$ cat config.mk
export PLATFORM = sky130hd
export DESIGN_NAME = dpll_loop_ctrl
export DESIGN_NICKNAME = d
export VERILOG_FILES = /design/src/rtl/dpll_loop_ctrl.sv
export SDC_FILE = /design/constraint.sdc
export NUM_CORES = 1
export LEC_CHECK = 0
export CAP_MARGIN = 25
export CORE_UTILIZATION = 32
export CTS_CLUSTER_SIZE = 20
export DETAILED_ROUTE_END_ITERATION = 6
export PLACE_DENSITY = 0.6
export SETUP_SLACK_MARGIN = 0.15
export SLEW_MARGIN = 20
export SYNTH_ARGS = -nofsm -noshare
export SYNTH_HDL_FRONTEND = slang
export SYNTH_SLANG_ARGS = --single-unit
$ cat constraint.sdc
create_clock -name clk -period 3.5 [get_ports clk]
set_input_delay 0.35 -clock clk [delete_from_list [all_inputs] [get_ports clk]]
set_output_delay 0.35 -clock clk [all_outputs]
set_load 0.01 [all_outputs]
$ cat src/rtl/dpll_loop_ctrl.sv
// dpll_loop_ctrl: bang-bang DPLL loop controller.
// Turns phase-detector lead/lag pulses into DCO control-word corrections.
// Coarse steps are used while acquiring and fine steps once tracking.
// Lock is declared after a run of non-repeating evaluations.
// Lock is dropped after a run of same-direction corrections.
module dpll_loop_ctrl #(
  parameter logic [9:0]  CTRL_INIT = 10'd512,
  parameter logic [9:0]  STEP_C    = 10'd8,
  parameter logic [9:0]  STEP_F    = 10'd1,
  parameter int unsigned REV_N     = 4,
  parameter int unsigned LOCK_N    = 16,
  parameter int unsigned LOSS_N    = 4,
  parameter logic [9:0]  TMO       = 10'd1023
) (
  input  logic       clk,
  input  logic       rst,
  input  logic       en,
  input  logic       lead,
  input  logic       lag,
  input  logic       ref_rise,
  input  logic [9:0] ref_period,
  output logic [9:0] dco_ctrl,
  output logic       ctrl_valid,
  output logic       locked,
  output logic [1:0] state
);

  typedef enum logic [1:0] {
    S_IDLE   = 2'd0,
    S_ACQ    = 2'd1,
    S_TRACK  = 2'd2,
    S_LOCKED = 2'd3
  } state_t;

  typedef enum logic [1:0] {
    DIR_NONE = 2'd0,
    DIR_UP   = 2'd1,
    DIR_DOWN = 2'd2
  } dir_t;

  // One shared run counter: only one state's count is live at a time, and
  // every state change clears it (reversals in ACQ, good evaluations in
  // TRACK, same-direction corrections in LOCKED).
  localparam int CNT_W = 8;
  localparam logic [CNT_W-1:0] REV_LIM  = CNT_W'(REV_N);
  localparam logic [CNT_W-1:0] LOCK_LIM = CNT_W'(LOCK_N);
  localparam logic [CNT_W-1:0] LOSS_LIM = CNT_W'(LOSS_N);

  state_t           state_q, state_d;
  dir_t             last_q, last_d;
  logic [9:0]       dco_q, dco_d;
  logic [CNT_W-1:0] cnt_q, cnt_d;
  logic [9:0]       tmo_q, tmo_d;
  logic             ev_q, ev_d;
  logic             valid_q, valid_d;
  logic             locked_q, locked_d;

  logic             ev_up, ev_dn, ev_al, ev_corr;
  logic             is_first, is_repeat, is_reversal;
  logic [9:0]       step;
  logic [10:0]      up_sum;
  logic [9:0]       up_sat, dn_sat;
  logic [10:0]      tmo_inc;
  logic [CNT_W-1:0] cnt_inc;

  // Classify the evaluation and precompute saturated corrections.
  always_comb begin
    ev_up       = ev_q & lag & ~lead;
    ev_dn       = ev_q & lead & ~lag;
    ev_al       = ev_q & ~lead & ~lag;
    ev_corr     = ev_up | ev_dn;
    is_first    = ev_corr && (last_q == DIR_NONE);
    is_repeat   = (ev_up && (last_q == DIR_UP)) || (ev_dn && (last_q == DIR_DOWN));
    // ALIGNED always counts as a reversal; a correction only after a stored one.
    is_reversal = ev_al || (ev_corr && (last_q != DIR_NONE) && !is_repeat);
    step        = (state_q == S_ACQ) ? STEP_C : STEP_F;
    up_sum      = {1'b0, dco_q} + {1'b0, step};
    up_sat      = up_sum[10] ? 10'h3FF : up_sum[9:0];
    dn_sat      = (dco_q < step) ? 10'd0 : (dco_q - step);
    tmo_inc     = {1'b0, tmo_q} + 11'd1;
    cnt_inc     = cnt_q + CNT_W'(1);
  end

  // Next-state, correction and counter logic; the step was chosen from the
  // current state above, so a correction that also causes a transition
  // uses the step of the state being left.
  always_comb begin
    state_d = state_q;
    last_d  = last_q;
    dco_d   = dco_q;
    cnt_d   = cnt_q;
    tmo_d   = tmo_q;
    ev_d    = ref_rise;

    if (!en || (state_q == S_IDLE)) begin
      state_d = S_IDLE;
      dco_d   = CTRL_INIT;
      cnt_d   = '0;
      last_d  = DIR_NONE;
      tmo_d   = '0;
      if (en && ref_rise && (ref_period != 10'd0)) begin
        state_d = S_ACQ;
      end
    end else if (!ref_rise && (tmo_inc >= {1'b0, TMO})) begin
      // Reference lost: fall back to IDLE, dropping any pending evaluation.
      state_d = S_IDLE;
      dco_d   = CTRL_INIT;
      cnt_d   = '0;
      last_d  = DIR_NONE;
      tmo_d   = '0;
    end else begin
      tmo_d = ref_rise ? 10'd0 : tmo_inc[9:0];
      if (ev_up) dco_d = up_sat;
      if (ev_dn) dco_d = dn_sat;
      if (ev_corr) last_d = ev_up ? DIR_UP : DIR_DOWN;

      case (state_q)
        S_ACQ: begin
          if (is_reversal) begin
            if (cnt_inc >= REV_LIM) begin
              state_d = S_TRACK;
              cnt_d   = '0;
              last_d  = DIR_NONE;
            end else begin
              cnt_d = cnt_inc;
            end
          end
        end
        S_TRACK: begin
          // First correction after entry is not a repeat, so it counts good.
          if (is_reversal || is_first) begin
            if (cnt_inc >= LOCK_LIM) begin
              state_d = S_LOCKED;
              cnt_d   = '0;
              last_d  = DIR_NONE;
            end else begin
              cnt_d = cnt_inc;
            end
          end else if (is_repeat) begin
            cnt_d = '0;
          end
        end
        S_LOCKED: begin
          // First correction after entry starts the same-direction run.
          if (is_repeat || is_first) begin
            if (cnt_inc >= LOSS_LIM) begin
              state_d = S_ACQ;
              cnt_d   = '0;
              last_d  = DIR_NONE;
            end else begin
              cnt_d = cnt_inc;
            end
          end else if (is_reversal) begin
            cnt_d = '0;
          end
        end
        default: begin
          state_d = S_IDLE;
        end
      endcase
    end

    valid_d  = (dco_d != dco_q);
    locked_d = (state_d == S_LOCKED);
  end

  // Register all loop state and the registered outputs.
  always_ff @(posedge clk) begin
    if (rst) begin
      state_q  <= S_IDLE;
      last_q   <= DIR_NONE;
      dco_q    <= CTRL_INIT;
      cnt_q    <= '0;
      tmo_q    <= '0;
      ev_q     <= 1'b0;
      valid_q  <= 1'b0;
      locked_q <= 1'b0;
    end else begin
      state_q  <= state_d;
      last_q   <= last_d;
      dco_q    <= dco_d;
      cnt_q    <= cnt_d;
      tmo_q    <= tmo_d;
      ev_q     <= ev_d;
      valid_q  <= valid_d;
      locked_q <= locked_d;
    end
  end

  assign dco_ctrl   = dco_q;
  assign ctrl_valid = valid_q;
  assign locked     = locked_q;
  assign state      = state_q;

endmodule

==> impl_metrics.env <==
export IMPL_status="complete, no violations"
export IMPL_cp_arrival_ns=3.20
export IMPL_powerDensity_nw_per_um2=261
export IMPL_antenna_found_initial=0
export IMPL_fill_cells=743
export IMPL_cp_max_fo=13
export IMPL_vias=2488
export IMPL_min_from="cnt_q[7]"
export IMPL_period_share_pct=85.8
export IMPL_drt_iter0_drc=260
export IMPL_drcViolationCount=0
export IMPL_synthesis_nets=338
export IMPL_critPathSlowestCell="ha_1"
export IMPL_hold_buffers=0
export IMPL_worstPathCellList="inv_1 -> nand2_1 -> ha_1 -> and3b_1 -> o21ai_0 -> o21bai_1 -> a211o_1 -> a22oi_1 -> a32oi_1 -> a41oi_1"
export IMPL_area_delta_synth_final_pct=19.5
export IMPL_place_congestion=0.976
export IMPL_cts_tree="yes"
export IMPL_final_nets=365
export IMPL_place_hpwl_mm=5.13
export IMPL_wl_per_cell_um=15.6
export IMPL_insertion_delay_ns=0.28
export IMPL_max_freq_mhz=333
export IMPL_first_global_vias=2375
export IMPL_yosysMostFrequentCell="dfxtp_1"
export IMPL_die_h_um=90.1
export IMPL_ir_drop_mv=0.131
export IMPL_setup_viol=0
export IMPL_cts_buffers=5
export IMPL_synth_cell_area_um2=2480
export IMPL_critical_path_max_stage_delay_ns=0.59
export IMPL_antenna_left=0
export IMPL_cts_clk_slew_worst_paths_ns=0.07
export IMPL_drive_above_1_share_pct=8.53
export IMPL_seq_area_frac_synth_pct=28.2
export IMPL_hold_depth=1
export IMPL_clock_sinks=35
export IMPL_worst_setup_path_type="register to register"
export IMPL_slew_headroom_pct=56.6
export IMPL_synth_edff_count=0
export IMPL_synthTopCellsByCount="dfxtp_1 (35), nor2_1 (25), nand2_1 (18)"
export IMPL_cp_depth=10
export IMPL_r2r_slack_ns=0.50
export IMPL_start_util_pct=33.7
export IMPL_reg2reg_depth=10
export IMPL_row_count=31
export IMPL_r2r_start="state[1]"
export IMPL_hold_violations=0
export IMPL_ys_seq_elements=35
export IMPL_crit_family="compound AO/OA/AOI/OAI gates"
export IMPL_worst_clock_skew_ns=0.00523
export IMPL_antennaDiodeCount=0
export IMPL_rsz0062_at_grt="false"
export IMPL_synthArstFlopShare_pct=0
export IMPL_cp_buffers_inverters=1
export IMPL_required_ns=3.70
export IMPL_total_power_w=0.000775
export IMPL_gr_total_overflow=0
export IMPL_drt_first_pass_iters=4
export IMPL_routed_wl_mm=6.85
export IMPL_drv_slew=0
export IMPL_port_buffer_count=29
export IMPL_syn_area_per_cell_um2=7.93
export IMPL_die_w_um=90.1
export IMPL_grt_total_usage_pct=17.5
export IMPL_synth_ff_type="dfxtp_1"
export IMPL_hp_class="register to register"
export IMPL_clockRootBuffer="clkbuf_8"
export IMPL_crit_path_start_kind="register"
export IMPL_avgViaCountPerCell=5.67
export IMPL_fin_crit_ns=3.00
export IMPL_grt_pass1_wl_mm=11.5
export IMPL_hold_end="cnt_q[7]"
export IMPL_yosys_warnings=0
export IMPL_cts_resized=0
export IMPL_leakage_nw=1.02
export IMPL_setup_tns_ns=0
export IMPL_drv_cap=0
export IMPL_regToRegEndpoint="ctrl_valid"
export IMPL_worst_pin_slew_ns=0.650
export IMPL_cts_root_to_sink_buffers=2
export IMPL_design_die_area_um2=8110
export IMPL_htreeDepth=2
export IMPL_cts_setup_buffers=0
export IMPL_synth_area_top_cells="dfxtp_1 (28%), ha_1 (4.5%), nor2_1 (3.8%)"
export IMPL_core_area_um2=7370
export IMPL_yosysTopAreaCellShare_pct=28.2
export IMPL_critPathCaptureType="register"
export IMPL_grt_max_degree=15
export IMPL_synth_cell_types=66
export IMPL_yosys_area_top_type="dfxtp_1"
export IMPL_netlist_instances=313
export IMPL_io_pins=30
## layout by cell type (no fill, tap or decap), types with 6 or more instances in the layout
cell type and n:
xor2_1 6, buf_4 7, a211oi_1 9, inv_1 12, a22oi_1 8, a21oi_1 14
o21ai_0 16, xnor2_1 7, clkdlybuf4s50_1 29, and2_1 10, clkbuf_8 6, nand2_1 18
nand3_1 9, nor3_1 16, ha_1 9, o211ai_1 9, dfxtp_1 35, nor2_1 25
## layout make-up
cell class | count | area [µm²] | share of cell area [%]
timing repair buffer | 36 | 343 | 11.6
inverter | 12 | 45.0 | 1.52
tap | 99 | 124 | 4.18
multi-input combinational | 250 | 1670 | 56.2
sequential | 35 | 701 | 23.6
clock buffer | 6 | 82.6 | 2.78
clock inverter | 1 | 5.00 | 0.169
## registers in the layout, summed over array words and instances, names as in the netlist
signal      flops
last_q          2
state           2
ctrl_valid      1
locked          1
dco_ctrl       10
ev_q            1
cnt_q           8
tmo_q          10
## how the worst max path moves through the flow
stage	start	end
floorplan	state[1]	ctrl_valid
global placement	state[1]	ctrl_valid
detailed placement	lead	ctrl_valid
CTS	state[1]	ctrl_valid
global route	state[1]	ctrl_valid
finish	state[1]	ctrl_valid
## power breakdown
part	switching, W	internal [W]	total (W)	leakage, nW
clock	0.000139	0.000154	0.000294	0.0470
sequential	0.00000339	0.000400	0.000404	0.282
combinational	0.0000399	0.0000377	0.0000776	0.690
## metrics by stage
step | instances | utilization (%) | instance area [µm²] | setup slack, ns | hold slack, ns
6_report | 439 | 40.3 | 2970 | 0.497 | 0.488
2_1_floorplan | 313 | - | 2480 | 0.804 | 0.422
3_5_place_dp | 432 | 39.1 | 2880 | 0.573 | 0.475
5_1_grt | 439 | 40.3 | 2970 | 0.209 | 0.515
4_1_cts | 439 | 40.3 | 2970 | 0.540 | 0.495
3_3_place_gp | 432 | 39.1 | 2880 | 0.503 | 0.472
## cell families after synthesis
logic type | synth area share (%)
AND/OR/NAND/NOR | 27.6
AO/OA/AOI/OAI | 30.0
flip-flops | 28.2
buffers and inverters | 4.64
XOR/XNOR | 4.59
adder cells (fa/ha/maj) | 4.54
multiplexers | 0.403
## per-layer routing
| metal | up-vias | global-route usage [%] | wire length [µm] | share of wire, % |
|---|---|---|---|---|
| met3 | 17 | 3.30 | 424 | 6.2 |
| met5 | - | 0 | 0 | 0 |
| met4 | 0 | 8.20 | 159 | 2.3 |
| li1 | 1234 | - | - | - |
| met1 | 1148 | 24.5 | 3290 | 48 |
| met2 | 89 | 25.6 | 2980 | 44 |
## worst reg2reg max path, stage by stage (launching register included)
cell	delay [ns]
dfxtp_1	0.35
inv_1	0.16
nand2_1	0.14
ha_1	0.59
and3b_1	0.29
o21ai_0	0.32
o21bai_1	0.18
a211o_1	0.35
a22oi_1	0.19
a32oi_1	0.13
a41oi_1	0.22
Power figures use the tool's default switching activity.
